File: src/rtl/pong_score_ctrl.sv
// pong_score_ctrl
// Game-flow controller for a two-player pong. It samples the ball x position
// once per frame, detects goals at the left/right walls, keeps both scores and
// sequences IDLE -> SERVE -> PLAY -> (SERVE | GAMEOVER). All outputs are
// registered.
//
// Ports:
//   clk         system clock
//   reset       synchronous, active-high reset
//   frame_tick  one-cycle pulse per frame
//   ball_x      ball left edge x, valid with frame_tick
//   start_btn   start/restart button level (already synchronised)
//   p1_score    left player score
//   p2_score    right player score
//   state       0=IDLE 1=SERVE 2=PLAY 3=GAMEOVER
//   ball_run    animation stage may move the ball (PLAY only)
//   ball_reset  one-cycle recentre pulse
//   serve_dir   0 = serve toward right, 1 = toward left
//   winner      0 none, 1 p1, 2 p2
module pong_score_ctrl #(
  parameter int H_SCREEN     = 640,
  parameter int BORDER       = 10,
  parameter int BALL_SIZE    = 10,
  parameter int WIN_SCORE    = 9,
  parameter int SERVE_FRAMES = 60
) (
  input  logic       clk,
  input  logic       reset,
  input  logic       frame_tick,
  input  logic [9:0] ball_x,
  input  logic       start_btn,
  output logic [3:0] p1_score,
  output logic [3:0] p2_score,
  output logic [1:0] state,
  output logic       ball_run,
  output logic       ball_reset,
  output logic       serve_dir,
  output logic [1:0] winner
);

  localparam int          CNT_W   = $clog2(SERVE_FRAMES + 1);
  localparam logic [10:0] GOAL_L  = 11'(BORDER);
  localparam logic [10:0] GOAL_R  = 11'(H_SCREEN - BORDER - BALL_SIZE);
  localparam logic [3:0]  WIN_VAL = 4'(WIN_SCORE);

  typedef enum logic [1:0] {
    S_IDLE  = 2'd0,
    S_SERVE = 2'd1,
    S_PLAY  = 2'd2,
    S_OVER  = 2'd3
  } state_t;

  state_t             state_q;
  logic [3:0]         p1_q, p2_q;
  logic [1:0]         winner_q;
  logic               run_q, rst_ball_q, dir_q;
  logic               start_prev_q;
  logic [CNT_W-1:0]   cnt_q;

  logic        start_edge;
  logic [10:0] ball_x_ext;
  logic        goal_left, goal_right;
  logic [3:0]  p1_inc, p2_inc;

  assign start_edge = start_btn & ~start_prev_q;
  assign ball_x_ext = {1'b0, ball_x};
  assign goal_left  = (ball_x_ext <= GOAL_L);
  assign goal_right = (ball_x_ext >= GOAL_R);
  assign p1_inc     = p1_q + 4'd1;
  assign p2_inc     = p2_q + 4'd1;

  always_ff @(posedge clk) begin
    if (reset) begin
      state_q      <= S_IDLE;
      p1_q         <= 4'd0;
      p2_q         <= 4'd0;
      winner_q     <= 2'd0;
      run_q        <= 1'b0;
      rst_ball_q   <= 1'b0;
      dir_q        <= 1'b0;
      cnt_q        <= '0;
      // Held high so a button already pressed during reset is not an edge.
      start_prev_q <= 1'b1;
    end else begin
      start_prev_q <= start_btn;
      rst_ball_q   <= 1'b0;
      case (state_q)
        // A new game starts from either idle or after a finished game; any
        // coincident frame_tick is not counted toward the serve delay.
        S_IDLE, S_OVER: begin
          if (start_edge) begin
            state_q    <= S_SERVE;
            p1_q       <= 4'd0;
            p2_q       <= 4'd0;
            winner_q   <= 2'd0;
            dir_q      <= 1'b0;
            cnt_q      <= CNT_W'(SERVE_FRAMES);
            rst_ball_q <= 1'b1;
            run_q      <= 1'b0;
          end
        end
        S_SERVE: begin
          if (frame_tick) begin
            if (cnt_q == CNT_W'(1)) begin
              state_q <= S_PLAY;
              run_q   <= 1'b1;
              cnt_q   <= '0;
            end else begin
              cnt_q <= cnt_q - CNT_W'(1);
            end
          end
        end
        S_PLAY: begin
          if (frame_tick && (goal_left || goal_right)) begin
            run_q      <= 1'b0;
            rst_ball_q <= 1'b1;
            // Left wall wins when both tests hit; the conceding side receives.
            if (goal_left) begin
              p2_q  <= p2_inc;
              dir_q <= 1'b1;
              if (p2_inc == WIN_VAL) begin
                state_q  <= S_OVER;
                winner_q <= 2'd2;
              end else begin
                state_q <= S_SERVE;
                cnt_q   <= CNT_W'(SERVE_FRAMES);
              end
            end else begin
              p1_q  <= p1_inc;
              dir_q <= 1'b0;
              if (p1_inc == WIN_VAL) begin
                state_q  <= S_OVER;
                winner_q <= 2'd1;
              end else begin
                state_q <= S_SERVE;
                cnt_q   <= CNT_W'(SERVE_FRAMES);
              end
            end
          end
        end
        default: state_q <= S_IDLE;
      endcase
    end
  end

  assign p1_score   = p1_q;
  assign p2_score   = p2_q;
  assign state      = state_q;
  assign ball_run   = run_q;
  assign ball_reset = rst_ball_q;
  assign serve_dir  = dir_q;
  assign winner     = winner_q;

endmodule

File: config.mk
export PLATFORM = sky130hd
export DESIGN_NAME = pong_score_ctrl
export DESIGN_NICKNAME = d
export VERILOG_FILES = /design/src/rtl/pong_score_ctrl.sv
export SDC_FILE = /design/constraint.sdc
export NUM_CORES = 1
export LEC_CHECK = 0
export ABC_AREA = 1
export CELL_PAD_IN_SITES_DETAIL_PLACEMENT = 0
export CELL_PAD_IN_SITES_GLOBAL_PLACEMENT = 2
export CORE_ASPECT_RATIO = 1.4
export CORE_MARGIN = 3
export CORE_UTILIZATION = 29
export CTS_CLUSTER_DIAMETER = 30
export DETAILED_ROUTE_END_ITERATION = 6
export GPL_TIMING_DRIVEN = 0
export PLACE_DENSITY_LB_ADDON = 0.08
export REMOVE_ABC_BUFFERS = 1
export SETUP_SLACK_MARGIN = 0.02
export SLEW_MARGIN = 20
export SYNTH_ARGS = -nofsm -noshare
export SYNTH_HDL_FRONTEND = slang
export SYNTH_SLANG_ARGS = --single-unit
File: constraint.sdc
create_clock -name clk -period 4.05 [get_ports clk]
set_clock_uncertainty 0.15 [all_clocks]
set_input_delay 0.6075 -clock clk [delete_from_list [all_inputs] [get_ports clk]]
set_output_delay 0.6075 -clock clk [all_outputs]
set_load 0.05 [all_outputs]
## Word-level counts from Yosys, hierarchy flattened

Cells that the tools add are included.

| word-level totals | value |
|---|---|
| register bits after elaboration | 22 |
| latch bits | 0 |
| bits in writable memories | 0 |
| bits in read-only memories | 0 |
| output and inout port bits | 15 |
| word-level logic and storage cells | 83 |
| memories | 0 |

| operators by class | value |
|---|---|
| add/subtract/negate cells | 3 |
| multiply operators | 0 |
| divide/modulo/power cells | 0 |
| $lt $le $gt $ge | 2 |
| equality and inequality tests | 16 |
| shifts and indexed selects | 0 |
| muxes and demuxes | 40 |
| bitwise operators | 2 |
| reduce and logical (&&, ||, !) cells | 11 |

Operators by type and width:

| kind | count |
|---|---|
| $mux 6 | 7 |
| $mux 2 | 12 |
| $mux 4 | 5 |
| $pmux 6 s3 | 1 |
| $pmux 4 s2 | 2 |
| $ne 2x2->1 const B | 6 |
| $ne 3x3->1 const B | 4 |
| $reduce_and 4->1 | 3 |
| $ge 10x10->1 const B | 1 |
| $le 10x4->1 const B | 1 |
| $reduce_and 5->1 | 2 |
| $add 4x1->4 const B | 2 |
| $eq 4x4->1 const B | 2 |
| $mux 1 | 8 |
| $eq 6x1->1 const B | 1 |
| $pmux 2 s3 | 1 |
| $sub 6x1->6 const B | 1 |
| $eq 2x2->1 const B | 2 |
| $pmux 1 s2 | 2 |
| $pmux 2 s2 | 1 |
| $pmux 1 s3 | 1 |
| $reduce_and 3->1 | 1 |
| $eq 2x1->1 const B | 1 |
| $logic_not 2->1 | 1 |
| 6 further kinds | 6 |

## Logic depth before layout (Yosys ltp)

Gate-level depths: netlist (run 1).

| depth | value |
|---|---|
| depth after elaboration | 6 |
| depth in mapped cells | 13 |

## Worst setup path after synthesis (run 1)

OpenSTA, ideal clock, no wires.

| path | value |
|---|---|
| kind | register to register |
| from | register state_q[0] (netlist: state[0]) |
| to | register p2_q[0] (netlist: p2_score[0]) |
| arrival time | 1.994 ns |
| data required time | 3.786 ns |
| slack | 1.792 ns |
| cell stages (with the launch flop) | 9 |
| buffers on the path | 0 |
| period minus slack after synthesis | 2.258 ns |
| path through | dfxtp_1 -> inv_1 -> ha_1 -> nand2_1 -> inv_1 -> a21oi_1 -> nand3_1 -> nor2_1 -> nor2_1 |

| on the way | value |
|---|---|
| cells in the longest elaborated chain, start to end | 4 |
| elaborated cells between the ends (all ways) | 10 |
| classes of those cells | 5 x eq/ne; 1 x mux; 4 x reduce/logical |

RTL lines:

| what | line | RTL |
|---|---|---|
| start: declaration | 53 | `state_t state_q;` |
| start signal: assignment | 74 | `state_q <= S_IDLE;` |
| start signal: assignment | 92 | `state_q <= S_SERVE;` |
| start signal: assignment | 105 | `state_q <= S_PLAY;` |
| $eq 2x2->1 / $logic_not 2->1 (equally long branches) | 87 | `case (state_q)` |
| $reduce_or 2->1 | 87 |  |
| $ne 2x2->1 (no source line) / $reduce_bool 2->1 (equally long branches) | n/a |  |
| $reduce_and 4->1 (no source line) | n/a |  |
| end signal: assignment | 119 | `p2_q <= p2_inc;` |
| end: declaration | 54 | `logic [3:0] p1_q, p2_q;` |

Parallel ways exist; a longest one is shown, timed or not.
A chain may end at the register's enable or synchronous reset.

## Worst setup path in the final report (run 1)

| path | value |
|---|---|
| from | register state_q[0] (netlist: state[0]) |
| to | register p2_q[3] (netlist: p2_score[3]) |

The elaborated chain is that of the path after synthesis.

==> results of run 1 <==
-- cells by family (layout without fill, tap and decap cells) --
group	Yosys count	after routing
XOR/XNOR	2	2
AO/OA/AOI/OAI	19	19
adder cells (fa/ha/maj)	9	9
flip-flops	22	22
buffers and inverters	40	68
AND/OR/NAND/NOR	144	144
-- cell usage after synthesis --
cell type | n | area share (%)
inv_1 | 36 | 9.0
xor2_1 | 2 | 1.2
nand2_4 | 4 | 3.0
buf_1 | 1 | 0.25
dfxtp_1 | 22 | 29
a31oi_1 | 1 | 0.42
nor2_4 | 1 | 0.75
a21oi_4 | 1 | 1.1
buf_4 | 2 | 1.0
a21oi_1 | 12 | 4.0
nand3_1 | 19 | 6.3
nand2_2 | 3 | 1.2
nand3_2 | 2 | 1.3
o22ai_1 | 1 | 0.42
clkbuf_1 | 1 | 0.25
nand4_1 | 9 | 3.7
o31ai_1 | 1 | 0.50
a21boi_0 | 1 | 0.50
o21ai_0 | 2 | 0.67
or2_2 | 2 | 0.83
nand3b_1 | 1 | 0.50
ha_1 | 9 | 7.5
nor2_2 | 3 | 1.2
nand2_1 | 65 | 16
nor2_1 | 35 | 8.7
-- layout make-up --
type / instances / area, sq um / area share [%]
Sequential cell: 22 / 440.4 / 23.04
Tap cell: 64 / 80.08 / 4.188
Timing Repair Buffer: 28 / 280.3 / 14.66
Clock buffer: 3 / 41.29 / 2.160
Multi-Input combinational cell: 174 / 904.6 / 47.32
Clock inverter: 1 / 30.03 / 1.571
Inverter: 36 / 135.1 / 7.068
-- layer usage --
metal	share of wire [%]	wire (um)
met5	0	0
met4	1.7	61
met1	46	1708
met2	49	1803
met3	3.1	116
-- flip-flops by register name, indices dropped and copies added, names as in the netlist --
register      count
start_prev_q      1
serve_dir         1
winner            2
p1_score          4
p2_score          4
ball_reset        1
state             2
cnt_q             6
ball_run          1
-- worst paths after layout --
path / from / endpoint / slack, ns / depth (start not counted)
worst max-delay path: state[0] / p2_score[3] / 1.59 / 7
worst min-delay path: ball_run / ball_run / 0.30 / 2
worst max register to register: state[0] / p2_score[3] / 1.59 / 7
worst min register to register: ball_run / ball_run / 0.30 / 2
-- layout by cell type (no fill, tap or decap), types with 3 or more instances in the layout --
cell,n
nand2_1,65
inv_1,36
nor2_1,35
clkdlybuf4s50_1,28
dfxtp_1,22
nand3_1,19
a21oi_1,12
nand4_1,9
ha_1,9
nand2_4,4
nor2_2,3
nand2_2,3
clkbuf_8,3
-- tightest hold or removal path: cells and delay by family (launching register included) --
family / cells / cell delay (ns)
flops: 1 / 0.32
buf+inv: 1 / 0.05
compound gates: 1 / 0.05
-- through the flow --
step	area (sq um)	setup WS (ns)
3_3_place_gp	1841	1.344
3_5_place_dp	1841	1.352
2_1_floorplan	1480	1.745
6_report	1912	1.593
5_1_grt	1912	1.297
4_1_cts	1912	1.545
-- power groups by stage --
| stage | Combinational [mW] | Sequential (mW) | Clock [mW] |
|---|---|---|---|
| after floorplan | 0.354 | 0.374 | 0 |
| after global placement | 0.577 | 0.306 | 0 |
| after detailed placement | 0.573 | 0.305 | 0 |
| after CTS | 0.576 | 0.300 | 0.223 |
| after global routing | 0.653 | 0.307 | 0.231 |
| final | 0.568 | 0.299 | 0.217 |
==> metrics.txt, run 1 <==
Clock Path Buffers 2; cell area after synthesis around 0.0015 sq mm; endpoint class of the critical path flip-flop; Gate power share 52.4%; CTS tree done; Yosys reg bits 22; Root Buffer clkbuf_8; drt pass-1 iters 4; final hold vios 0; largest family of logic cells by synthesized area simple AND/OR/NAND/NOR gates; DIE AREA 0.006093 sq mm; layer with the highest usage met2; Iter 0 DRT Violations 41; Global Route met1 Usage 16.73%; vias in the first global route 1,401; post-synthesis adder-cell area fraction 7.494%; post-synthesis xor/xnor area fraction 1.166%; die height between 90 and 100 um; status finished clean; fillcell total 549; IO Pins 29; post-synthesis mux area share 0%; setup TNS 0 ns; WP data required between 4 and 5 ns; Inserted Clock Buffers 3; detailed placer's ending HPWL roughly 2800 um; via count between 1,000 and 1,500; Post-Route WL 3690 um; Layout Cells excl Fill about 330; Worst path slowest cell a21oi_1; Rows 30; crit-path max cell delay a little under 0.6 ns; sequential area share after synthesis between 20% and 30%; startpoint types flip-flop; Worst Path Buf+Inv 2; final net count 288; global-route wire length before repair 6410 um; cell chain of the critical path inv_1, ha_1, inv_1, a21oi_1, nand3_1, nand2_1, a21oi_1; Area Growth Syn to Fin 27.23%; final setup violation count 0; PostCTS Resize Cnt 0; RSZ-0062 raised after global routing no; Ant. Diodes 0; Mapped Cells 236; Max-slew headroom roughly 55%; post-CTS setup buffer count 0; final period utilization 60.66%; Worst-path clk slew roughly 0.1 ns; Clk Latency, worst-skew pair 0.28 ns; mean area per synthesized cell 6.367 sq um; final core utilization 38.88%; DRC viols 0; Max-Cap Viols 0; Synth Warn # 0; GRT met2 Usage 22.43%; Max Clk Rate 0.4071 GHz; share of layout cells above drive strength 1 7.576%; Clock power frac 20.0%; Post-CTS Hold Buffers 0; critical path class reg2reg; Slew Viols, Final 0; Switching Power 0.4975 mW; wire per inst between 10 and 15 um; CP Max Fanout 12; Tot GR Track Use 13.32%; CP delay by family, top compound AO/OA/AOI/OAI gates; VDD IR max 188.3 uV; GPL Wtd Cong 0.7471; PortBufs 28; sequential share of power 27.5%; clk sinks 22; HP Class reg2reg; Core Region ~0.0049 sq mm; Final ANT Viol Nets 0; leakage between 0.8 and 0.9 nW; Power Density roughly 570 mW/mm^2; Compound-Gate Fraction of Synth Area 7.577%; CTS H-tree lvls 1; post-layout power around 1.1 mW; Final min period 2.457 ns; internal power 0.5862 mW; Die W 66.84 um; number of vias per cell 4.460; Sw Ratio 45.91%; Initial Util 30.56%; met3 Use GR 1.856%; initial antenna violation count 0; Distinct cells, synth 25; largest net degree at the start of global routing 16; critical path data arrival time 2.46 ns; worst hold slack 0.3009 ns; worst-margin pin slew 0.6732 ns; total gr overflow 0; placed instance count 324; Simple-Gate Fraction of Synth Area roughly 44%
(Power assumes the default switching activity.)
==> run 2: changes to the inputs <==
--- a/config.mk
+++ b/config.mk
@@ -10,7 +10,7 @@
 export CELL_PAD_IN_SITES_GLOBAL_PLACEMENT = 2
 export CORE_ASPECT_RATIO = 1.4
 export CORE_MARGIN = 3
-export CORE_UTILIZATION = 29
+export CORE_UTILIZATION = 24
 export CTS_CLUSTER_DIAMETER = 30
 export DETAILED_ROUTE_END_ITERATION = 6
 export GPL_TIMING_DRIVEN = 0
==> constraint.sdc (replaced) <==
create_clock -name clk -period 2.1 [get_ports clk]
set_clock_uncertainty 0.15 [all_clocks]
set_input_delay 0.315 -clock clk [delete_from_list [all_inputs] [get_ports clk]]
set_output_delay 0.315 -clock clk [all_outputs]
set_load 0.05 [all_outputs]
==> metrics.txt, run 2 (synthesis results as in run 1) <==
detailed placer's ending HPWL 3015 um; Final ANT Viol Nets 0; startpoint types flip-flop; WP data required about 1.6 ns; placed instance count between 300 and 400; global-route wire length before repair around 6500 um; final hold vios 0; internal power 1.062 mW; final period utilization a little over nine tenths; CTS H-tree lvls 1; vias in the first global route roughly 1,500; DIE AREA approximately 0.0073 sq mm; Initial Util approximately a quarter; Ant. Diodes 0; most flop-heavy register cnt_q; drt pass-1 iters 4; Slew Viols, Final 0; sequential share of power 28.4%; Max-Cap Viols 0; initial antenna violation count 0; Gate power share 55.6%; DRC viols 0; wire per inst 11.88 um; Final min period 2.011 ns; Root Buffer clkbuf_8; IO Pins 29; r2r worst-path depth 7; critical path data arrival time roughly 1.6 ns; die height 99.63 um; largest net degree at the start of global routing 16; Post-CTS Hold Buffers 0; hold path depth 2; fin area 0.001927 sq mm; Inserted Clock Buffers 3; Clk Latency, worst-skew pair 0.27 ns; WP depth 1; Max Clk Rate 0.4973 GHz; CP Max Fanout 5; number of vias per cell 4.392; max FFs per register 6; worst-margin pin slew 0.5418 ns; crit-path max cell delay 0.84 ns; Sw Ratio 47.84%; total gr overflow 0; Clock power frac 16.0%; Max-slew headroom 63.84%; clk sinks 22; Worst Path Buf+Inv 1; status finished clean; critical path class reg2out; post-CTS setup buffer count 0; CTS tree done; Clock Path Buffers 2; most common cell after layout, fill and taps aside nand2_1; PortBufs 28; worst hold slack 0.3003 ns; Switching Power 0.9741 mW; Rows 33; Tot GR Track Use about 11%; Worst-path clk slew ~0.090 ns; Layout Cells excl Fill 334; Worst path slowest cell clkdlybuf4s50_1; final core utilization 32.41%; fillcell total 689; setup TNS 0 ns; Core Region 0.005946 sq mm; GPL Wtd Cong slightly above 0.7; final setup violation count 0; share of layout cells above drive strength 1 around 8.7%; cell chain of the critical path clkdlybuf4s50_1; final net count approximately 290; HP Class reg2reg; Post-Route WL 3968 um; Area after DPL around 0.0018 sq mm; endpoint class of the critical path primary output; Die W 72.88 um; Iter 0 DRT Violations 54; Area Growth Syn to Fin 28.23%; commonest cells after routing, fill and taps aside nand2_1 (65), inv_1 (36), nor2_1 (34); VDD IR max 451.8 uV; Power Density ~1100 mW/mm^2; CP delay by family, top buffers and inverters; via count 1,467; RSZ-0062 raised after global routing yes; leakage between 0.8 and 0.9 nW
-- run 2: routing by layer --
metal	routed length [um]	up-vias	part of all wire, %	GRT usage, %
met5	0	-	0	0
met1	1755	644	44	13.55
met3	154	5	3.9	1.921
met2	2001	26	50	20.58
li1	-	792	-	-
met4	57	0	1.4	3.835
-- run 2: power by group through the flow --
stage	Combinational (mW)	Clock, mW	Sequential, mW
floorplan	0.683	0	0.722
global placement	1.13	0	0.591
detailed placement	1.11	0	0.591
CTS	1.13	0.348	0.582
global route	1.28	0.357	0.593
finish	1.13	0.326	0.578
-- run 2: timing repair --
item                       4_1_cts  5_1_grt
setup endpoints to repair        7       13
resized for setup                2        4
pin swaps                        0        1
-- run 2: per-stage QoR --
step	total power [mW]	setup WS, ns
2_1_floorplan	1.405	-0.2048
3_3_place_gp	1.725	-0.4190
3_5_place_dp	1.706	-0.3929
4_1_cts	2.060	0.03003
5_1_grt	2.234	-0.03953
6_report	2.036	0.08931
-- run 2: path summary, 6_finish.rpt --
| kind | start | to | slack (ns) |
|---|---|---|---|
| max | p2_score[0] | p2_score[0] | 0.09 |
| min | ball_run | ball_run | 0.30 |
| max reg2reg | state[0] | p2_score[0] | 0.16 |
| min reg2reg | ball_run | ball_run | 0.30 |
-- run 2: layout make-up --
cell class / instances / area [sq um] / area share, %
Sequential cell: 22 / 440.4 / 22.86
Timing Repair Buffer: 28 / 282.8 / 14.68
Multi-Input combinational cell: 174 / 925.9 / 48.05
Inverter: 36 / 135.1 / 7.013
Clock buffer: 4 / 55.05 / 2.857
Tap cell: 70 / 87.58 / 4.545
-- run 2: worst register-to-register path: stages (launching register included) --
cell and delay, ns:
dfxtp_1 0.34, inv_1 0.09, ha_2 0.36, inv_1 0.20, a21oi_4 0.28, nand3_1 0.21, nor2_1 0.15, nor2_1 0.06
==> run 3: changes to the inputs <==
--- a/config.mk
+++ b/config.mk
@@ -14,6 +14,7 @@
 export CTS_CLUSTER_DIAMETER = 30
 export DETAILED_ROUTE_END_ITERATION = 6
 export GPL_TIMING_DRIVEN = 0
+export HOLD_SLACK_MARGIN = 0.06
 export PLACE_DENSITY_LB_ADDON = 0.08
 export REMOVE_ABC_BUFFERS = 1
 export SETUP_SLACK_MARGIN = 0.02
==> results of run 3 <==
The final DEF is identical to that of run 2; final timing and power are the same.
==> RTL change, RTL diff (config.mk and constraints of run 2) <==
Change the parameter `SERVE_FRAMES` from 60 to 90.
--- a/src/rtl/pong_score_ctrl.sv
+++ b/src/rtl/pong_score_ctrl.sv
@@ -24,3 +24,3 @@
   parameter int WIN_SCORE    = 9,
-  parameter int SERVE_FRAMES = 60
+  parameter int SERVE_FRAMES = 90
 ) (
Behaviour: same outputs for any inputs over 10 cycles, from zero or initial values and one cycle with reset high; that may be too few to reach the edited logic, so the function may still have changed.
==> RTL change against run 2 <==
  * Sequential cell count rose by 1
  * Critical path type unchanged
  * Cell count shrank 1.8%
  * Area after synthesis decreased by 2.9%
  * Routed wire length down 0.55%
  * Final area is 0.91% lower
  * Power is 11% lower
  * Setup slack gained 12 ps
==> RTL change: results (changes against run 2) <==
| Metric | Value |
|---|---|
| Met2 wire length | 2170 µm (was 2000 µm) |
| Area contributors post-synth | dfxtp_1 32%, nand2_1 17%, inv_1 8.7% (was dfxtp_1 29%, nand2_1 16%, inv_1 9.0%) |
| R2r worst-path depth | 8 (was 7) |
| Dpl cell area | 1810 µm² (was 1850 µm²) |
| Worst hold slack | 322 ps (was 300 ps) |
| Global-route wire length before repair | 7110 µm (was 6530 µm) |
| Post-synthesis compound-gate area fraction | 0.0832 (was 0.0758) |
| Worst slew margin | 0.542 (was 0.638) |
| Worst setup endpoint | p2_score[2] (was p2_score[0]) |
| CP max FO | 6 (was 5) |
| Grt met2 use | 0.237 (was 0.206) |
| Drt total wl | 3950 µm (was 3970 µm) |
| Met3 WL | 89 µm (was 154 µm) |
| Share of cells above drive strength 1 | 0.0930 (was 0.0871) |
| Total GRT Usage | 0.125 (was 0.115) |
| Min-delay src | serve_dir$_SDFFE_PP0P_ (was ball_run$_SDFFE_PP0P_) |
| Fillers | 666 (was 689) |
| Placed cell count | 323 (was 330) |
| Nets | 282 (was 288) |
| DP Wirelength | 3140 µm (was 3020 µm) |
| Status | finished clean (unchanged) |
| Seq/Total Area, Yosys | 0.316 (was 0.293) |
| RePlAce Congestion | 0.732 (was 0.722) |
| Worst reg-to-reg setup slack | 230 ps (was 160 ps) |
| Largest net degree at the start of global routing | 15 (was 16) |
RTL change: repair_timing:
action | CTS | global route
endpoints found under the setup margin | 0 | 22
gates resized for setup | 0 | 11
setup buffers | 0 | 1
RTL change: power groups by stage:
stage               Clock (mW)  Sequential (mW)  Combinational (mW)
finish                   0.286            0.570               0.961
detailed placement           0            0.583               0.903
floorplan                    0            0.652               0.576
CTS                      0.307            0.572               0.907
global placement             0            0.581               0.908
global route             0.317            0.580                1.11
RTL change: area by class of cell:
| type | instances | area, µm² | share of cell area |
|---|---|---|---|
| sequential | 23 | 465 | 0.244 |
| inverter | 35 | 135 | 0.0708 |
| multi-input combinational | 167 | 872 | 0.457 |
| tap | 70 | 87.6 | 0.0459 |
| clock buffer | 3 | 41.3 | 0.0216 |
| timing repair buffer | 29 | 303 | 0.159 |
| clock inverter | 1 | 5.00 | 0.00262 |
